<file path="config.mk">
export PLATFORM = sky130hd
export DESIGN_NAME = lcd_spi_rx
export DESIGN_NICKNAME = d
export VERILOG_FILES = /design/src/rtl/lcd_spi_rx.sv
export SDC_FILE = /design/constraint.sdc
export NUM_CORES = 1
export LEC_CHECK = 0
export BUFFER_PORTS_ARGS = -buffer_cell sky130_fd_sc_hd__buf_4
export CORE_ASPECT_RATIO = 1.5
export CORE_MARGIN = 2
export CORE_UTILIZATION = 60
export CTS_CLUSTER_DIAMETER = 100
export CTS_CLUSTER_SIZE = 8
export DETAILED_ROUTE_END_ITERATION = 10
export PLACE_DENSITY = 0.9
export SYNTH_ARGS = -nofsm -noshare
export SYNTH_HDL_FRONTEND = slang
export SYNTH_SLANG_ARGS = --single-unit
</file>
<file path="constraint.sdc">
create_clock -name clk -period 3.1 [get_ports clk]
set_clock_uncertainty 0.05 [all_clocks]
set_input_delay 0.465 -clock clk [delete_from_list [all_inputs] [get_ports clk]]
set_output_delay 0.465 -clock clk [all_outputs]
set_load 0.01 [all_outputs]
</file>
<file path="src/rtl/lcd_spi_rx.sv">
// lcd_spi_rx - receive-side decoder for the 4-wire serial LCD link.
//
// Oversamples SCK/CS/DC/SDA on clk, assembles MSB-first bytes, and decodes
// the ST7789-style command stream. Its outputs are command strobes, the
// tracked column/row window, and per-pixel write strobes carrying (x, y,
// RGB565). CS is toggled by the driver around every byte. Because of that,
// CS only aborts a partial byte and never resets the decoder.
//
// Ports
//   clk, resetn          system clock (>= 4x SCK), async active-low reset
//   lcd_clk/cs/rs/data   serial link pins (SCK, CS_n, D/C, SDA)
//   cmd_valid, cmd_byte  command strobe and last opcode
//   pix_valid, pix_x/y   pixel strobe and coordinates
//   pix_data             RGB565 pixel value
//   frame_done           strobe on the pixel written at (XE, YE)
//   sleep_out, disp_on   panel power/display flags
//   madctl, colmod       first parameter of 0x36 / 0x3A
//   byte_err             strobe when CS rose with a byte incomplete
//
// state  | meaning
// IDLE   | no command open, data bytes ignored
// CASET  | collecting XS/XE parameter bytes
// RASET  | collecting YS/YE parameter bytes
// RAMWR  | pixel stream, two data bytes per pixel
// PARAM1 | next data byte loads madctl or colmod
// SKIP   | unsupported command or surplus parameters, data ignored

module lcd_spi_rx #(
    parameter int H_RES = 240,
    parameter int V_RES = 320
) (
    input  logic        clk,
    input  logic        resetn,
    input  logic        lcd_clk,
    input  logic        lcd_cs,
    input  logic        lcd_rs,
    input  logic        lcd_data,
    output logic        cmd_valid,
    output logic [7:0]  cmd_byte,
    output logic        pix_valid,
    output logic [15:0] pix_x,
    output logic [15:0] pix_y,
    output logic [15:0] pix_data,
    output logic        frame_done,
    output logic        sleep_out,
    output logic        disp_on,
    output logic [7:0]  madctl,
    output logic [7:0]  colmod,
    output logic        byte_err
);

    typedef enum logic [2:0] {
        ST_IDLE,
        ST_CASET,
        ST_RASET,
        ST_RAMWR,
        ST_PARAM1,
        ST_SKIP
    } state_t;

    logic [1:0]  sck_sync;
    logic [1:0]  cs_sync;
    logic [1:0]  rs_sync;
    logic [1:0]  sda_sync;
    logic        sck_prev;
    logic        sck_rise;
    logic        cs_d;
    logic        rs_d;
    logic        sda_d;

    logic [6:0]  shreg;
    logic [2:0]  bit_cnt;
    logic [7:0]  rx_byte;
    state_t      state;
    logic [2:0]  param_idx;
    logic        half;
    logic [7:0]  pix_hi;
    logic [15:0] xs;
    logic [15:0] xe;
    logic [15:0] ys;
    logic [15:0] ye;
    logic [15:0] x;
    logic [15:0] y;
    logic        x_end;
    logic        y_end;

    // The byte completes on the 8th bit. Its last bit is taken straight from
    // the pipeline and is not shifted in first.
    assign rx_byte = {shreg, sda_d};
    // >= rather than == so an inverted window degenerates instead of running away
    assign x_end   = (x >= xe);
    assign y_end   = (y >= ye);

    // Two-flop synchronizers followed by one registered edge-detect stage.
    // SDA, D/C and CS are delayed alongside so they stay aligned with sck_rise.
    always_ff @(posedge clk or negedge resetn) begin
        if (!resetn) begin
            sck_sync <= 2'b00;
            cs_sync  <= 2'b11;
            rs_sync  <= 2'b00;
            sda_sync <= 2'b00;
            sck_prev <= 1'b0;
            sck_rise <= 1'b0;
            cs_d     <= 1'b1;
            rs_d     <= 1'b0;
            sda_d    <= 1'b0;
        end else begin
            sck_sync <= {sck_sync[0], lcd_clk};
            cs_sync  <= {cs_sync[0], lcd_cs};
            rs_sync  <= {rs_sync[0], lcd_rs};
            sda_sync <= {sda_sync[0], lcd_data};
            sck_prev <= sck_sync[1];
            sck_rise <= sck_sync[1] & ~sck_prev;
            cs_d     <= cs_sync[1];
            rs_d     <= rs_sync[1];
            sda_d    <= sda_sync[1];
        end
    end

    always_ff @(posedge clk or negedge resetn) begin
        if (!resetn) begin
            shreg      <= '0;
            bit_cnt    <= '0;
            state      <= ST_IDLE;
            param_idx  <= '0;
            half       <= 1'b0;
            pix_hi     <= '0;
            xs         <= '0;
            xe         <= 16'(H_RES - 1);
            ys         <= '0;
            ye         <= 16'(V_RES - 1);
            x          <= '0;
            y          <= '0;
            cmd_valid  <= 1'b0;
            cmd_byte   <= '0;
            pix_valid  <= 1'b0;
            pix_x      <= '0;
            pix_y      <= '0;
            pix_data   <= '0;
            frame_done <= 1'b0;
            sleep_out  <= 1'b0;
            disp_on    <= 1'b0;
            madctl     <= '0;
            colmod     <= '0;
            byte_err   <= 1'b0;
        end else begin
            cmd_valid  <= 1'b0;
            pix_valid  <= 1'b0;
            frame_done <= 1'b0;
            byte_err   <= 1'b0;

            if (cs_d) begin
                // Only the partial byte is dropped. State, param_idx and half survive.
                if (bit_cnt != 3'd0) begin
                    byte_err <= 1'b1;
                end
                bit_cnt <= '0;
            end else if (sck_rise) begin
                shreg <= rx_byte[6:0];
                if (bit_cnt != 3'd7) begin
                    bit_cnt <= bit_cnt + 3'd1;
                end else begin
                    bit_cnt <= '0;
                    if (!rs_d) begin
                        cmd_valid <= 1'b1;
                        cmd_byte  <= rx_byte;
                        param_idx <= '0;
                        half      <= 1'b0;
                        case (rx_byte)
                            8'h2A: state <= ST_CASET;
                            8'h2B: state <= ST_RASET;
                            8'h2C: begin
                                state <= ST_RAMWR;
                                x     <= xs;
                                y     <= ys;
                            end
                            8'h36, 8'h3A: state <= ST_PARAM1;
                            8'h11: begin
                                sleep_out <= 1'b1;
                                state     <= ST_IDLE;
                            end
                            8'h10: begin
                                sleep_out <= 1'b0;
                                state     <= ST_IDLE;
                            end
                            8'h29: begin
                                disp_on <= 1'b1;
                                state   <= ST_IDLE;
                            end
                            8'h28: begin
                                disp_on <= 1'b0;
                                state   <= ST_IDLE;
                            end
                            default: state <= ST_SKIP;
                        endcase
                    end else begin
                        case (state)
                            ST_PARAM1: begin
                                if (cmd_byte == 8'h36) begin
                                    madctl <= rx_byte;
                                end else begin
                                    colmod <= rx_byte;
                                end
                                state <= ST_SKIP;
                            end
                            ST_CASET, ST_RASET: begin
                                if (param_idx < 3'd4) begin
                                    param_idx <= param_idx + 3'd1;
                                end
                                case (param_idx)
                                    3'd0: begin
                                        if (state == ST_CASET) xs[15:8] <= rx_byte;
                                        else                   ys[15:8] <= rx_byte;
                                    end
                                    3'd1: begin
                                        if (state == ST_CASET) xs[7:0] <= rx_byte;
                                        else                   ys[7:0] <= rx_byte;
                                    end
                                    3'd2: begin
                                        if (state == ST_CASET) xe[15:8] <= rx_byte;
                                        else                   ye[15:8] <= rx_byte;
                                    end
                                    3'd3: begin
                                        if (state == ST_CASET) xe[7:0] <= rx_byte;
                                        else                   ye[7:0] <= rx_byte;
                                    end
                                    default: ;
                                endcase
                            end
                            ST_RAMWR: begin
                                if (!half) begin
                                    pix_hi <= rx_byte;
                                    half   <= 1'b1;
                                end else begin
                                    half       <= 1'b0;
                                    pix_valid  <= 1'b1;
                                    pix_data   <= {pix_hi, rx_byte};
                                    pix_x      <= x;
                                    pix_y      <= y;
                                    frame_done <= x_end & y_end;
                                    if (x_end) begin
                                        x <= xs;
                                        y <= y_end ? ys : y + 16'd1;
                                    end else begin
                                        x <= x + 16'd1;
                                    end
                                end
                            end
                            default: ;
                        endcase
                    end
                end
            end
        end
    end

endmodule
</file>
# After elaboration in Yosys (flattened, before gate mapping)
# Cells that the tools add are included.
word_totals:
  register_bits: 212
  output_inout_bits: 78
op_classes:
  add_sub_neg: 4
  order_cmp: 3
  eq_ne: 24
  mux: 43
  n_bitwise: 9
  n_reduce_logical: 30
op_table:
  columns: ["cell", "count"]
  rows:
  - ["$mux 16", 11]
  - ["$eq 8x6->1 const B", 8]
  - ["$reduce_and 7->1", 9]
  - ["$add 16x1->16 const B", 2]
  - ["$ge 16x16->1", 2]
  - ["$reduce_and 6->1", 5]
  - ["$mux 3", 8]
  - ["$mux 1", 21]
  - ["$eq 8x5->1 const B", 2]
  - ["$pmux 3 s5", 1]
  - ["$reduce_and 5->1", 3]
  - ["$eq 3x2->1 const B", 4]
  - ["$ne 2x1->1 const B", 6]
  - ["$reduce_and 4->1", 3]
  - ["$reduce_bool 2->1", 4]
  - ["$not 1->1", 7]
  - ["$add 3x1->3 const B", 2]
  - ["$eq 3x1->1 const B", 2]
  - ["$pmux 1 s2", 2]
  - ["$reduce_or 2->1", 2]
  - ["$reduce_or 4->1", 1]
  - ["$eq 3x3->1 const B", 1]
  - ["$logic_not 3->1", 1]
  - ["$lt 3x3->1 const B", 1]
  - ["4 further kinds", 5]

# Logic depth before layout (Yosys ltp)
depth:
  depth_word: 8
  ltp_mapped: 10
  depth_no_buf: 8

# Worst setup path after synthesis
# No wires, ideal clock.
synth_path:
  path_type: "reg2reg"
  start: "register xe[1]"
  end: "register x[4]"
  arrival_ns: 2.506
  path_slack_ns: 0.405
  stages_incl_launch_ff: 11
  n_path_buf: 2
  period_less_slack_ns: 2.695
  cell_sequence: "dfstp_2 -> inv_1 -> ha_1 -> nor2b_1 -> o211a_1 -> o311ai_2 -> and3_1 -> buf_2 -> buf_2 -> mux2i_1 -> o22ai_1"
synth_between:
  elab_chain_len: 5
synth_rtl:
  columns: ["element", "line", "source"]
  rows:
  - ["start: declaration", "79", "logic [15:0] xe;"]
  - ["start signal: assignment", "129", "xe <= 16'(H_RES - 1);"]
  - ["start signal: assignment", "224", "if (state == ST_CASET) xe[7:0] <= rx_byte;"]
  - ["$ge 16x16->1", "91", "assign x_end = (x >= xe);"]
  - ["$mux 16", "241", "if (x_end) begin"]
  - ["$mux 16", "231", "if (!half) begin"]
  - ["$mux 16", "197", "case (state)"]
  - ["$mux 16", "164", "if (!rs_d) begin"]
  - ["end signal: assignment", "174", "x <= xs;"]
  - ["end signal: assignment", "242", "x <= xs;"]
  - ["end signal: assignment", "245", "x <= x + 16'd1;"]
  - ["end: declaration", "82", "logic [15:0] x;"]
# No other way between the ends. The select of a mux whose other input is x is not followed.
# A chain may end at the register's enable or synchronous reset.

# Worst setup path in the final report
layout_path:
  start: "register bit_cnt[0]"
  end: "register y[0]"
layout_between:
  elab_chain_len: 3
layout_rtl:
  columns: ["element", "line", "source"]
  rows:
  - ["start: declaration", "72", "logic [2:0] bit_cnt;"]
  - ["start signal: assignment", "161", "bit_cnt <= bit_cnt + 3'd1;"]
  - ["$ne 3x3->1", "160", "if (bit_cnt != 3'd7) begin"]
  - ["$not 1->1 (no source line)", null, null]
  - ["$reduce_and 7->1 (no source line)", null, null]
  - ["end signal: assignment", "175", "y <= ys;"]
  - ["end signal: assignment", "243", "y <= y_end ? ys : y + 16'd1;"]
  - ["end: declaration", "83", "logic [15:0] y;"]
# No other way between the ends.

==> flow_summary_export.csv <==
group,metric,value,unit
status,status,"finished, final reports clean",
finish,postLayoutCoreUtil,72.5,%
global_route,overflow,0,
yosys,ys.warnings.count,0,
clock_tree,clk_path_buf_depth,3,
setup_path,worstPathCellList,"ha_1 -> ha_1 -> nand3b_1 -> nor4_1 -> nor2_1 -> a31oi_4 -> buf_4 -> a21boi_0 -> o21ai_0",
finish,area_growth,19.4,%
finish,stdcell_count,1137,
routing,first_pass_iters,5,
timing,hold_violations,0,
finish,fin_nets,955,
timing,period_minus_slack,2.92,ns
clock_tree,clock-sinks,212,
setup_path,crit_family,"simple AND/OR/NAND/NOR gates",
clock_tree,path_clk_slew,0.05,ns
yosys,synth_area,0.00975,sq mm
finish,diodes,0,
clock_tree,post_cts_buffers,0,
setup_path,cp-start-kind,"register",
setup_path,crit_buf_inv,1,
setup_path,crit_required,3.44,ns
floorplan,core_region_area,0.0160,sq mm
floorplan,fp.dieH,160,um
yosys,syn_nets,848,
timing,setup_tns,0,ns
placement,dp_hpwl,14900,um
global_route,grt_pass1_vias,7518,
worst_hold_path,hold_path.class,"reg -> reg",
yosys,synth.area.top_cells,"dfrtp_1 50%, mux2_2 16%, ha_1 5.4%, dfstp_2 4.6%, mux2i_1 2.3%",
power_and_ir_drop,p_leak,5.55,nW
floorplan,fp.dieW,108,um
global_route,grt_pass1_wl,38500,um
floorplan,top_level_ports,84,
routing,first_iter_violations,581,
finish,layout-drive-gt1-share,33.2,%
routing,wl_per_cell,20.5,um
timing,maxClockFrequency,342,MHz
timing,rsz0062_at_grt,"false",
timing,setup_viol,0,
floorplan,start_util,60.7,%
placement,port_buffers,83,
routing,antenna_left,0,
clock_tree,h-tree-depth,1,
yosys,synth_cell_types,58,
timing,drv_slew,0,
setup_path,cp_max_fo,24,
routing,viasPerCell,6.11,
routing,drcViolationCount,0,
setup_path,slowest_stage,"nor4_1",
yosys,synth_top_area_share,50.1,%
clock_tree,worstSkewPairLatency,0.53,ns
setup_path,setup.worst_path.end_class,"register",
placement,placed_cells,1076,
yosys,syn_area_per_cell,12.2,sq um
global_route,grt_max_degree,69,
clock_tree,cts_tree,"built",
yosys,synthArstFlopShare,100,%
finish,n_fill_cell,1004,
setup_path,cpMostUsedCell,"ha_1",
yosys,synthCells,800,
yosys,synth-edff-count,0,
setup_path,cpPeakStageDelay,0.51,ns
setup_path,crit_type,"reg -> reg",
power_and_ir_drop,irDropWorstVdd,0.000473,V
yosys,yosys.area.top_type,"dfrtp_1",
timing,timing.final.crit_share,94.3,%
timing,worst_slew_pin_slew,0.700,ns
floorplan,row_count,57,
timing,maxSlewHeadroom,53.2,%
clock_tree,cts-root-buf,"clkbuf_16",
placement,post-place-ws,0.373,ns
routing,num_vias,6944,
flow_run,cap_violations,0,
yosys,seq_area_frac_synth,54.6,%
global_route,antenna_found_initial,0,
floorplan,die_area,0.0173,sq mm
routing,totalWireLength,23300,um
setup_path,worstPathArrival,3.26,ns
timing,finalWorstSetupSlack,0.177,ns
clock_tree,numCtsBuffers,30,
yosys,synth-seq-cells,212,
global_route,grt_usage,28.2,%
yosys,ys.flop_type,"dfrtp_1",
placement,gp_congestion,0.912,
power_and_ir_drop,powerDensity,555,mW/mm^2
[layout by cell type (no fill, tap or decap), types with 5 or more instances in the layout]
cell type / count
o21ai_0: 43
and3_1: 11
nand3_1: 27
xor2_1: 7
nand4_1: 13
nand2_1: 52
dlygate4sd3_1: 5
buf_4: 104
a31oi_1: 10
clkbuf_1: 24
mux2_2: 140
a21oi_1: 24
nor2b_1: 5
nor2_1: 24
ha_1: 42
a22oi_1: 5
dfrtp_1: 195
nor3_1: 13
mux2i_1: 22
o2bb2ai_1: 9
clkbuf_16: 31
dfstp_2: 17
a2bb2oi_1: 5
inv_1: 45
nand2b_1: 5
[area by class of cell]
class                           count  area (sq um)  area share [%]
Clock buffer                       55           866            7.44
Clock inverter                      1          30.0           0.258
Inverter                           46           173            1.48
Multi-Input combinational cell    505          4100            35.2
Sequential cell                   212          5330            45.8
Tap cell                          206           258            2.21
Timing Repair Buffer              112           885            7.60
[repair_timing]
action	in CTS	in global routing
gates resized for setup	0	1
hold endpoints to repair	60	0
hold buffers	5	0
endpoints found under the setup margin	0	1
[cells by family after synthesis]
kind of cell | Yosys count | share of synthesized area, %
AO/OA/AOI/OAI | 118 | 7.79
multiplexers | 162 | 18.4
XOR/XNOR | 8 | 0.719
AND/OR/NAND/NOR | 175 | 9.63
flip-flops | 212 | 54.6
buffers and inverters | 83 | 3.40
adder cells (fa/ha/maj) | 42 | 5.39
[path summary, 6_finish.rpt]
check	start	end	slack (ns)	depth (start not counted)
setup / recovery	bit_cnt[0]	y[0]	0.18	9
hold / removal	rs_sync[0]	rs_sync[1]	0.29	0
setup reg to reg	bit_cnt[0]	y[0]	0.18	9
hold reg to reg	rs_sync[0]	rs_sync[1]	0.29	0
max in group asynchronous	resetn	ye[8]	1.74	3
min in group asynchronous	resetn	sck_sync[1]	0.46	2
[metal layers]
layer | global-route usage, % | share of wire [%] | vias up
met3 | 4.57 | 5.0 | 90
li1 | - | - | 3067
met2 | 47.8 | 52 | 265
met4 | 15.3 | 5.0 | 0
met1 | 34.1 | 38 | 3522
met5 | 0 | 0 | -
[synth_stat cells, drive strengths merged, types with 7 or more instances]
library cell,n
clkbuf,25
xor2,7
mux2,140
o2bb2ai,9
nand3,29
o21ai,43
a21oi,24
mux2i,22
inv,45
dfrtp,195
a31oi,11
ha,42
nor3,15
buf,12
and3,11
dfstp,17
nand2,52
nor2,24
nand4,13
[sequential cells by signal, summed over array words and instances (netlist names), 16 cells and up]
signal,flops
xe,16
pix_data,16
xs,16
ys,16
x,16
ye,16
y,16
pix_x,16
pix_y,16
[worst register-to-register path: cells and delay by family (launching register included)]
family | cells | cell delay [ns]
AOI/OAI and AO/OA | 3 | 0.64
buffers and inverters | 1 | 0.27
and+or+nand+nor | 3 | 0.98
DFF | 1 | 0.40
adders and majority gates | 2 | 0.44
[through the flow]
stage	hold slack, ns	cell area, sq um	total power, mW
finish	0.292	11600	6.46
global route	0.306	11600	6.65
CTS	0.295	11600	6.48
detailed placement	0.285	10700	3.40
global placement	0.284	10700	3.39
floorplan	0.119	9750	3.11
[power by group]
| group | internal (mW) | total, mW | switching, mW |
|---|---|---|---|
| clock | 1.93 | 3.08 | 1.14 |
| sequential | 2.82 | 2.85 | 0.0306 |
| combinational | 0.133 | 0.532 | 0.400 |
Note: power is estimated with default switching activity, not from simulation.
